### src/rtl/hex_probe_pkg.sv
`default_nettype none
// ============================================================================
// Module   : hex_probe_pkg
// Purpose  : Shared seven-segment glyph table and helpers for hex_probe_mux.
// Revision : 1.0 - initial release
// ============================================================================
package hex_probe_pkg;

    localparam int         DP_BIT    = 7;
    localparam logic [7:0] SEG_BLANK = 8'hFF;

    // Active-low {dp,g,f,e,d,c,b,a}; DP off in every entry. Entry 15 first.
    localparam logic [15:0][7:0] c_SEG_GLYPHS = {
        8'h8E, 8'h86, 8'hA1, 8'hC6, 8'h83, 8'h88, 8'h90, 8'h80,
        8'hF8, 8'h82, 8'h92, 8'h99, 8'hB0, 8'hA4, 8'hF9, 8'hC0
    };

    function automatic logic [7:0] nibble_to_seg(input logic [3:0] nib);
        return c_SEG_GLYPHS[nib];
    endfunction

endpackage
`default_nettype wire

### src/rtl/hex_probe_mux_key_debounce.sv
`default_nettype none
// ============================================================================
// Module   : key_debounce
// Purpose  : 2-FF synchroniser, stable-count debouncer and one-cycle press
//            pulse for a raw active-low key.
// Revision : 1.0 - initial release
// ============================================================================
module key_debounce #(
    parameter int DEB_CYC = 500000
) (
    input  logic clk,
    input  logic rst,
    input  logic i_key_n,
    output logic o_press
);

    localparam int                 c_CNT_W   = $clog2(DEB_CYC + 1);
    localparam logic [c_CNT_W-1:0] c_CNT_MAX = c_CNT_W'(DEB_CYC);
    localparam logic [c_CNT_W-1:0] c_CNT_ONE = c_CNT_W'(1);

    logic               r_sync1;
    logic               r_sync2;
    logic               r_stable;
    logic               r_press;
    logic [c_CNT_W-1:0] r_cnt;

    always_ff @(posedge clk) begin
        if (rst) begin
            r_sync1  <= 1'b1;
            r_sync2  <= 1'b1;
            r_stable <= 1'b1;
            r_press  <= 1'b0;
            r_cnt    <= '0;
        end else begin
            r_sync1 <= i_key_n;
            r_sync2 <= r_sync1;
            r_press <= 1'b0;
            if (r_sync2 == r_stable) begin
                r_cnt <= '0;
            end else if (r_cnt == c_CNT_MAX) begin
                // Input has disagreed for DEB_CYC cycles: accept it. Only the
                // falling (press) direction produces a pulse.
                r_stable <= r_sync2;
                r_cnt    <= '0;
                r_press  <= ~r_sync2;
            end else begin
                r_cnt <= r_cnt + c_CNT_ONE;
            end
        end
    end

    assign o_press = r_press;

endmodule
`default_nettype wire

### src/rtl/hex_probe_mux.sv
`default_nettype none
// ============================================================================
// Module   : hex_probe_mux
// Purpose  : Selects one of NCH probe buses and shows it in hex on HEX
//            digits, with key-driven channel select and snapshot freeze.
//            Optional auto-scroll built when HEX_PROBE_AUTOSCROLL_EN defined.
// Revision : 1.0 - initial release
// ============================================================================
module hex_probe_mux
    import hex_probe_pkg::*;
#(
    parameter int NCH        = 6,
    parameter int W          = 16,
    parameter int NDIG       = 6,
    parameter int DEB_CYC    = 500000,
    parameter int SCROLL_CYC = 50000000
) (
    input  logic                    CLK1_50,
    input  logic                    RST,
    input  logic [NCH*W-1:0]        probe_in,
    input  logic                    key_next_n,
    input  logic                    key_frz_n,
    input  logic                    auto_en,
    output logic [NDIG*8-1:0]       HEX,
    output logic [$clog2(NCH)-1:0]  sel,
    output logic                    frozen
);

    localparam int                 c_SEL_W    = $clog2(NCH);
    localparam int                 c_NIB      = W / 4;
    localparam logic [c_SEL_W-1:0] c_SEL_LAST = c_SEL_W'(NCH - 1);
    localparam logic [c_SEL_W-1:0] c_SEL_ONE  = c_SEL_W'(1);

    logic                 w_next_press;
    logic                 w_frz_press;
    logic                 w_scroll_tick;
    logic [c_SEL_W-1:0]   r_sel;
    logic                 r_frozen;
    logic [NCH*W-1:0]     r_snap;
    logic [NDIG*8-1:0]    r_hex;
    logic [NCH*W-1:0]     w_src;
    logic [W-1:0]         w_val;
    logic [NDIG*8-1:0]    w_hex_next;

    key_debounce #(.DEB_CYC(DEB_CYC)) u_deb_next (
        .clk     (CLK1_50),
        .rst     (RST),
        .i_key_n (key_next_n),
        .o_press (w_next_press)
    );

    key_debounce #(.DEB_CYC(DEB_CYC)) u_deb_frz (
        .clk     (CLK1_50),
        .rst     (RST),
        .i_key_n (key_frz_n),
        .o_press (w_frz_press)
    );

`ifdef HEX_PROBE_AUTOSCROLL_EN
    localparam int                 c_SCR_W    = $clog2(SCROLL_CYC);
    localparam logic [c_SCR_W-1:0] c_SCR_LAST = c_SCR_W'(SCROLL_CYC - 1);
    localparam logic [c_SCR_W-1:0] c_SCR_ONE  = c_SCR_W'(1);

    logic [c_SCR_W-1:0] r_scroll_cnt;

    assign w_scroll_tick = auto_en && !r_frozen && (r_scroll_cnt == c_SCR_LAST);

    // A manual press restarts the dwell so the new channel gets a full period.
    always_ff @(posedge CLK1_50) begin
        if (RST) begin
            r_scroll_cnt <= '0;
        end else if (!auto_en || r_frozen || w_next_press || w_scroll_tick) begin
            r_scroll_cnt <= '0;
        end else begin
            r_scroll_cnt <= r_scroll_cnt + c_SCR_ONE;
        end
    end
`else
    logic w_unused_auto_en;
    logic [31:0] w_unused_scroll_cyc;

    assign w_scroll_tick       = 1'b0;
    assign w_unused_auto_en    = auto_en;
    assign w_unused_scroll_cyc = SCROLL_CYC;
`endif

    always_ff @(posedge CLK1_50) begin
        if (RST) begin
            r_sel    <= '0;
            r_frozen <= 1'b0;
            r_snap   <= '0;
            r_hex    <= {NDIG{SEG_BLANK}};
        end else begin
            r_hex <= w_hex_next;
            // Press and tick in the same cycle advance by one, not two.
            if (w_next_press || w_scroll_tick) begin
                r_sel <= (r_sel == c_SEL_LAST) ? '0 : r_sel + c_SEL_ONE;
            end
            if (w_frz_press) begin
                if (!r_frozen) begin
                    r_snap   <= probe_in;
                    r_frozen <= 1'b1;
                end else begin
                    r_frozen <= 1'b0;
                end
            end
        end
    end

    assign w_src = r_frozen ? r_snap : probe_in;

    always_comb begin
        w_val = '0;
        for (int c = 0; c < NCH; c++) begin
            if (r_sel == c_SEL_W'(c)) begin
                w_val = w_src[c*W +: W];
            end
        end
    end

    always_comb begin
        w_hex_next = {NDIG{SEG_BLANK}};
        for (int d = 0; d < c_NIB; d++) begin
            w_hex_next[d*8 +: 8] = nibble_to_seg(w_val[d*4 +: 4]);
        end
        w_hex_next[(NDIG-1)*8 +: 8] = nibble_to_seg(4'(r_sel));
        w_hex_next[DP_BIT]          = ~r_frozen;
    end

    assign HEX    = r_hex;
    assign sel    = r_sel;
    assign frozen = r_frozen;

endmodule
`default_nettype wire
### config.mk
export PLATFORM = sky130hd
export DESIGN_NAME = hex_probe_mux
export DESIGN_NICKNAME = d
export VERILOG_FILES = /design/src/rtl/hex_probe_pkg.sv /design/src/rtl/hex_probe_mux_key_debounce.sv /design/src/rtl/hex_probe_mux.sv
export SDC_FILE = /design/constraint.sdc
export NUM_CORES = 1
export LEC_CHECK = 0
export CORE_ASPECT_RATIO = 1.1
export CORE_MARGIN = 2
export CORE_UTILIZATION = 58
export DETAILED_ROUTE_END_ITERATION = 8
export PLACE_DENSITY = 0.86
export SYNTH_ARGS = -nofsm -noshare
export SYNTH_HDL_FRONTEND = slang
export SYNTH_SLANG_ARGS = --single-unit
### constraint.sdc
create_clock -name CLK1_50 -period 9.4 [get_ports CLK1_50]
set_input_delay 0.94 -clock CLK1_50 [delete_from_list [all_inputs] [get_ports CLK1_50]]
set_output_delay 0.94 -clock CLK1_50 [all_outputs]
set_load 0.02 [all_outputs]
* Word-level counts from Yosys, hierarchy flattened
Memories as Yosys holds them, arrays and structs flattened. A register that Yosys moved wholly into a read port is not among the register bits. Index checks and enable logic that the tools add are counted.
Word-level totals: bits in registers 194, memory bits (read-only) 576, bits of input ports 101, logic and storage cells 65, memories kept 5
Operators by class: add/sub/neg operators 3, $lt $le $gt $ge 5, equal/unequal tests 9, mux-type cells 14, bitwise operators 7, reduce and logical (&&, ||, !) cells 7
Memories:
- (no name shown) | depth 16, width 8, read ports 1, clocked after memory_dff 1, write ports 0, RTL line hex_probe_pkg.sv:19 | return c_SEG_GLYPHS[nib];
- (no name shown) | depth 16, width 8, read ports 1, clocked after memory_dff 1, write ports 0, RTL line hex_probe_pkg.sv:19
- (no name shown) | depth 16, width 8, read ports 1, clocked after memory_dff 1, write ports 0, RTL line hex_probe_pkg.sv:19
- (no name shown) | depth 16, width 8, read ports 1, clocked after memory_dff 1, write ports 0, RTL line hex_probe_pkg.sv:19
- (no name shown) | depth 8, width 8, read ports 1, clocked after memory_dff 1, write ports 0, RTL line hex_probe_pkg.sv:19
Operators by type and width (count):
- 16-bit two-way mux | 6
- 96-bit two-way mux | 1
- 19-bit by 1-bit adder with 19-bit output, second input constant | 2
- 19-bit equality test, second input constant | 2
- 8-bit two-way mux | 4
- 4-bit by 5-bit < comparator with 1-bit output, second input constant | 4
- 3-bit OR reduction | 4
- 7-bit two-way mux | 1
- 1-bit NOT | 7
- 3-bit by 2-bit equality test with 1-bit output, second input constant | 2
- 3-bit equality test, second input constant | 2
- 3-bit by 5-bit < comparator with 1-bit output, second input constant | 1
- 2-bit AND reduction | 2
- 3-bit by 1-bit adder with 3-bit output, second input constant | 1
- 3-bit by 1-bit equality test with 1-bit output, second input constant | 1
- 3-bit zero test | 1
- 3-bit two-way mux | 1
- 1-bit equality test | 2
- 1-bit two-way mux | 1

* Longest topological paths before layout
Gate-level depths: netlist of run 1.
word-level depth 9, mapped depth 14, gate-level depth less buffers 12

* By module
From an unflattened synthesis of run 1, not the netlist that was laid out.
Second synthesis, totals: cell total of the unflattened synthesis 1123, area, all modules 9701.8 um^2
By module, submodules not included:
- hex_probe_mux | times used 1, cells each 893, area an instance 7429.6 um^2, seq. area each 2722.6 um^2
- key_debounce | times used 2, cells each 115, area an instance 1136.1 um^2, seq. area each 460.4 um^2

* Worst setup path after synthesis of run 1
OpenSTA, ideal clock, no wires.
kind reg-to-reg, start point reg r_sel[2] (netlist: sel[2]), end point reg r_hex[19] (netlist: HEX[19]), arrival 3.248 ns, required time 9.271 ns, path slack 6.023 ns, stages on the path, launching flop included 15, path buffers 3, period minus slack after synthesis 3.377 ns, cells stage by stage dfxtp_1 > buf_4 > clkbuf_1 > inv_1 > ha_1 > or3b_2 > clkbuf_1 > o21ai_0 > nor2_1 > a22oi_2 > inv_1 > ha_1 > a21oi_1 > a2111oi_0 > nor2_1
Between the ends: longest elaborated chain between the ends 7, elaborated cells between the ends (all ways) 12, classes of those cells eq/ne (5); mux (6); reduce/logical (1)
RTL lines:
- from (decl) | RTL line hex_probe_mux.sv:37 | logic [c_SEL_W-1:0] r_sel;
- from (signal assigned) | RTL line hex_probe_mux.sv:97 | r_sel <= (r_sel == c_SEL_LAST) ? '0 : r_sel + c_SEL_ONE;
- 3-bit zero test | RTL line hex_probe_mux.sv:115 | if (r_sel == c_SEL_W'(c)) begin
- 16-bit two-way mux (5 in series) | RTL line hex_probe_mux.sv:115
- 16-bit two-way mux * | RTL line hex_probe_mux.sv:115
- to (decl) | RTL line hex_probe_mux.sv:40 | logic [NDIG*8-1:0] r_hex;
Every way passes the cells marked *; elsewhere a longest branch is shown, timed or not. A chain may end at the register's enable or synchronous reset.

* Worst setup path in the final report of run 1
start point reg r_frozen (netlist: frozen), end point reg r_hex[27] (netlist: HEX[27])
Between the ends: longest elaborated chain between the ends 7
RTL lines:
- from (decl) | RTL line hex_probe_mux.sv:38 | logic r_frozen;
- from (signal assigned) | RTL line hex_probe_mux.sv:90 | r_frozen <= 1'b0;
- from (signal assigned) | RTL line hex_probe_mux.sv:102 | r_frozen <= 1'b1;
- from (signal assigned) | RTL line hex_probe_mux.sv:104 | r_frozen <= 1'b0;
- 96-bit two-way mux *
- 16-bit two-way mux (5 in series) | RTL line hex_probe_mux.sv:115
- 16-bit two-way mux * | RTL line hex_probe_mux.sv:115
Marked as above.

==> metrics.cfg, run 1 <==
[synthesis]
seq_area_frac_synth_pct=39.0
avgSynthCellArea_um2=8.51
netlist_instances=1099
yosysUniqueCellTypes=74
synth_warnings=0
synth_most_common_cell=nand2_1
ys_ff_latch=182
synth-edff-count=0
yosys.area.top_type=dfxtp_1
synthTopCellsByCount=231 x nand2_1, 182 x dfxtp_1, 110 x a21oi_1, 99 x mux2i_1, 75 x nor2_1
synth_async_sr_flop_share_pct=0
synth_area_um2=9350
synth_flop_cell=dfxtp_1
synthTopCellsByArea=dfxtp_1 39%, mux2i_1 11%, nand2_1 9.3%
synth_top_area_share_pct=39.0

[drt]
via_per_inst=5.82
vias=8165
drc=0
first_pass_iters=6
ant_nets=0
avgRoutedWirePerCell_um=16.9
drt-total-wl_um=23700
drt_iter0_drc=852

[cts]
postCtsSetupBuffers=0
cts_root_buffer=clkbuf_16
htree_levels=4
hold_buffers=0
cts.repair.resized=0
numCtsBuffers=17
cts_tree=built
clk_pin_slew_worst_paths_ns=0.07
clock_latency_ns=0.44
max-clock-path-buffers=2
cts.sinks=182

[worst_setup_path]
critPathKind=reg -> reg
critPathRequiredTime_ns=9.70
critPathMaxStageDelay_ns=0.89
path_buf_inv=2
crit_family=compound AO/OA/AOI/OAI gates
crit_arrival_ns=4.80
crit_chain=buf_4, mux2i_1, o22ai_1, and3_1, o41ai_2, inv_1, ha_1, nor2b_1, a2111oi_0, a31oi_1
path_max_fanout=61
end_kind=flip-flop
crit_path_start_kind=flip-flop
critPathSlowestCell=buf_4

[floorplanning]
die_x_um=125
die_h_um=137
fp-row-count=48
pin_count=153
die-area_um2=17100
coreArea_um2=15700
initial_core_util_pct=59.4

[cells_and_area]
fin_util_pct=71.0
area_delta_synth_final_pct=19.6
final_layout_size_suffix_gt1_share_pct=6.06
num_antenna_cells=0
fin_nets=1325
instances_no_fill=1404

[global_routing]
grt_antenna_before_repair=0
grt_max_degree=98
met1_usage_pct=34.5
grt_pass1_wl_um=37700
use_met3_pct=4.03
grtUsageTotal_pct=27.3
grt-ovfl-total=0
grt_pass1_vias=7626
grt-busiest-layer=met2
use_met2_pct=46.9

[timing]
finalSetupViolations=0
clock_skew_ns=0.0105
max_slew_margin_pct=20.3
hold_viol=0
layout_min_cycle_time_ns=4.50
maxSlewViolCount=0
fmax_mhz=222
holdWs_ns=0.418
fin_crit_sh_pct=47.8
worstMarginPinSlew_ns=1.20
rsz0062_at_grt=no
worst_slack_ns=4.90
tns_ns=0

[placed_design]
place_hpwl_um=16300
gp_congestion=0.922
dp_slack_ns=5.01
io_buffers=139
dp_cells=1372

[status]
status=finished clean

[power_and_ir_drop]
ir_drop_v=0.000133
pwr_density_cell_nw_per_um2=150
power.leakage_nw=3.79

[run]
max_cap_violations=0

[worst_hold_path]
hold_path_class=reg -> reg

-- final cells by class --
cell class / instances / area, um2
Sequential cell: 182 / 3650
Timing Repair Buffer: 144 / 1430
Multi-Input combinational cell: 823 / 5190
Inverter: 23 / 86.3
Clock inverter: 10 / 95.1
Clock buffer: 22 / 484
Fill cell: 1270 / 4560
Tap cell: 200 / 250
-- cell families (layout without fill, tap and decap cells) --
| logic type | Yosys count | count (layout) | synth area share, % |
|---|---|---|---|
| and+or+nand+nor | 401 | 401 | 18.8 |
| AOI/OAI and AO/OA | 231 | 231 | 16.4 |
| DFF | 182 | 182 | 39.0 |
| muxes | 110 | 110 | 11.9 |
| buffers and inverters | 105 | 199 | 6.08 |
| xor gates and xnor gates | 36 | 36 | 3.37 |
| adders and majority gates | 33 | 33 | 4.42 |
| other | 1 | 12 | 0.0401 |
-- power by group --
part	switching [W]	internal [W]
Clock	0.000308	0.000394
Sequential	0.00000473	0.000784
Combinational	0.0000932	0.0000879
-- stage by stage --
step                total power, W  cell area (um2)
floorplan                 0.000896             9390
global placement          0.000982            10600
detailed placement        0.000985            10600
CTS                        0.00168            11200
global route               0.00172            11200
finish                     0.00167            11200
-- placed cells by master (no fill, tap or decap), drive strengths merged, types with 4 or more instances in the layout --
master         count
nand2            231
dfxtp            182
clkdlybuf4s50    138
a21oi            110
mux2i             99
nor2              77
ha                33
nand3             25
o22ai             25
inv               24
clkbuf            22
xor2              21
o21ai             20
xnor2             15
conb              12
a22oi             12
mux2              11
and3              10
a221o              9
nand2b             8
o221ai             7
and2               7
or2                7
nand4              6
buf                6
nor2b              6
a2111oi            6
o21bai             5
nor3               5
nor4               5
clkinv             5
o21a               4
a31oi              4
o211ai             4
-- worst register-to-register path: stages (launching register included) --
cell and delay (ns):
dfxtp_4 0.78, buf_4 0.91, mux2i_1 0.32, o22ai_1 0.13
and3_1 0.28, o41ai_2 0.70, inv_1 0.22, ha_1 0.31
nor2b_1 0.14, a2111oi_0 0.49, a31oi_1 0.09
-- registers in the layout, summed over array words and instances, names as in the netlist, 3 cells and up --
register and cells:
sel 3, u_deb_next.r_cnt 19, r_snap 96, HEX 36, u_deb_frz.r_cnt 19
-- layer usage --
layer	part of all wire, %	routed length [um]
met1	42	9980
met2	49	11600
met3	6.1	1440
met4	2.9	682
met5	0	0
-- worst paths after layout --
check | start | end | slack, ns | cells after the start
setup / recovery | frozen | HEX[27] | 4.90 | 10
hold / removal | u_deb_next.r_sync1 | u_deb_next.r_sync2 | 0.42 | 1
setup reg to reg | frozen | HEX[27] | 4.90 | 10
hold reg to reg | u_deb_next.r_sync1 | u_deb_next.r_sync2 | 0.42 | 1
No activity file was read; power rests on OpenSTA's default activity.
==> run 2: changes to the inputs <==
CORE_UTILIZATION = 54   (was 58)
PLACE_DENSITY = 0.81   (was 0.86)
clock period = 4.6 ns   (was 9.4 ns; I/O delays follow)
==> run 2 against run 1 <==
Effect of this change: non-clock buffer count is 6 higher; register-to-register slack worse by 4.0 ns; critical path type unchanged; via count is 0.70% lower; hold slack better by 0.0017 ns; sequential share of layout area is 0.29 points lower; clock power is 100% higher; clock skew is 0.0026 ns lower; final area is 0.91% higher; critical path depth stayed put.
==> metrics.cfg, run 2 (synthesized netlist as in run 1, its figures left out) <==
[drt]
avgRoutedWirePerCell_um=16.6  ; -1.9%
via_per_inst=5.61  ; -3.4%
drt-total-wl_um=23900  ; +0.95%
first_pass_iters=7  ; +1
drc=0  ; unchanged
drt_iter0_drc=703  ; -17%
vias=8108  ; -0.70%
ant_nets=0  ; unchanged

[global_routing]
grt_pass1_vias=7596  ; -0.39%
grt_antenna_before_repair=0  ; unchanged
grtUsageTotal_pct=26.2  ; -1.1 points
grt_max_degree=86  ; -12%
grt_pass1_wl_um=38000  ; +0.88%
grt-ovfl-total=0  ; unchanged

[timing]
maxSlewViolCount=0  ; unchanged
hold_viol=0  ; unchanged
rsz0062_at_grt=no
fin_crit_sh_pct=80.6  ; +33 points
worst_slack_ns=0.893  ; -4.01 ns
worstMarginPinSlew_ns=0.902  ; -0.293 ns
finalSetupViolations=0  ; unchanged
layout_min_cycle_time_ns=3.71  ; -0.788 ns
fmax_mhz=270  ; +21%
clock_skew_ns=0.00790  ; -0.00259 ns
max_slew_margin_pct=39.9  ; +20 points
tns_ns=0  ; unchanged

[cells_and_area]
final_common_cell=nand2_1
largest_reg_flops=96  ; unchanged
area_delta_synth_final_pct=20.7
fin_nets=1331  ; +0.45%
top_register=r_snap
final_layout_size_suffix_gt1_share_pct=6.45  ; +0.38 points
mostFrequentLayoutCells=231 x nand2_1, 181 x dfxtp_1, 138 x clkdlybuf4s50_1
num_antenna_cells=0  ; unchanged
stdcell_area_um2=11300  ; +0.91%

[floorplanning]
initial_core_util_pct=54.9  ; -4.5 points
pin_count=153  ; unchanged
die_x_um=129  ; +3.5%
die_h_um=142  ; +3.5%
die-area_um2=18400  ; +7.2%
coreArea_um2=17000  ; +8.1%
fp-row-count=50  ; +4.2%

[cts]
clk_pin_slew_worst_paths_ns=0.07  ; about the same
clock_latency_ns=0.43  ; about the same
max-clock-path-buffers=2  ; unchanged
postCtsSetupBuffers=0  ; unchanged
htree_levels=4  ; unchanged
cts.repair.resized=0  ; unchanged
cts.sinks=182  ; unchanged
hold_buffers=0  ; unchanged
numCtsBuffers=17  ; unchanged
cts_root_buffer=clkbuf_16
cts_tree=built

[worst_setup_path]
critPathMaxStageDelay_ns=0.76  ; -0.13 ns
crit_chain=ha_1, ha_1, nor2_1, and3_1, o32ai_1, inv_1, ha_1, a21boi_1, o21bai_1, a221o_1
critPathSlowestCell=o32ai_1
end_kind=flip-flop
critPathRequiredTime_ns=4.92  ; -4.78 ns
cpMostUsedCell=ha_1
path_max_fanout=16  ; -74%
crit_arrival_ns=4.03  ; -0.77 ns
critPathKind=reg -> reg
crit_path_start_kind=flip-flop
crit_family=compound AO/OA/AOI/OAI gates
path_buf_inv=1  ; -1

[placed_design]
dp_slack_ns=0.935  ; -4.07 ns
placed_area_um2=10700  ; +0.94%
gp_congestion=0.899  ; -2.5%
place_hpwl_um=17000  ; +3.8%
io_buffers=139  ; unchanged

[run]
max_cap_violations=0  ; unchanged

[status]
status=finished clean

[power_and_ir_drop]
power.leakage_nw=3.82  ; +0.92%
pwr_density_cell_nw_per_um2=303  ; +100%
ir_drop_v=0.000254  ; +91%

[worst_hold_path]
hold_path_class=reg -> reg

## run 2: final timing paths
kind	start	to	slack (ns)	depth (start not counted)
max	sel[0]	HEX[5]	0.89	10
min	u_deb_next.r_sync1	u_deb_next.r_sync2	0.42	1
max reg2reg	sel[0]	HEX[5]	0.89	10
min reg2reg	u_deb_next.r_sync1	u_deb_next.r_sync2	0.42	1
## run 2: where the power goes
group	internal, W	switching (W)	total [W]
sequential	0.00160	0.00000968	0.00161
combinational	0.000181	0.000193	0.000374
clock	0.000808	0.000619	0.00143
total	0.00259	0.000822	0.00341
## run 2: area by class of cell
class	instances	area (um2)
Timing Repair Buffer	150	1480
Tap cell	234	293
Inverter	23	86.3
Clock inverter	10	95.1
Sequential cell	182	3650
Multi-Input combinational cell	823	5190
Clock buffer	22	485
Fill cell	1435	5740
## run 2: layer usage
metal	global-route usage [%]	up-vias	part of all wire (%)
li1	-	3977	-
met1	32.8	3793	42
met2	44.8	290	49
met3	4.96	48	6.1
met4	9.85	0	2.8
met5	0	-	0
## run 2: metrics by stage
stage	total power (W)	hold slack [ns]	std cells	util [%]
6_report	0.00341	0.419	1444	66.3
5_1_grt	0.00353	0.439	1444	66.3
4_1_cts	0.00343	0.422	1444	66.3
3_5_place_dp	0.00202	0.402	1412	62.9
3_3_place_gp	0.00201	0.402	1412	62.9
2_1_floorplan	0.00183	0.389	1110	-
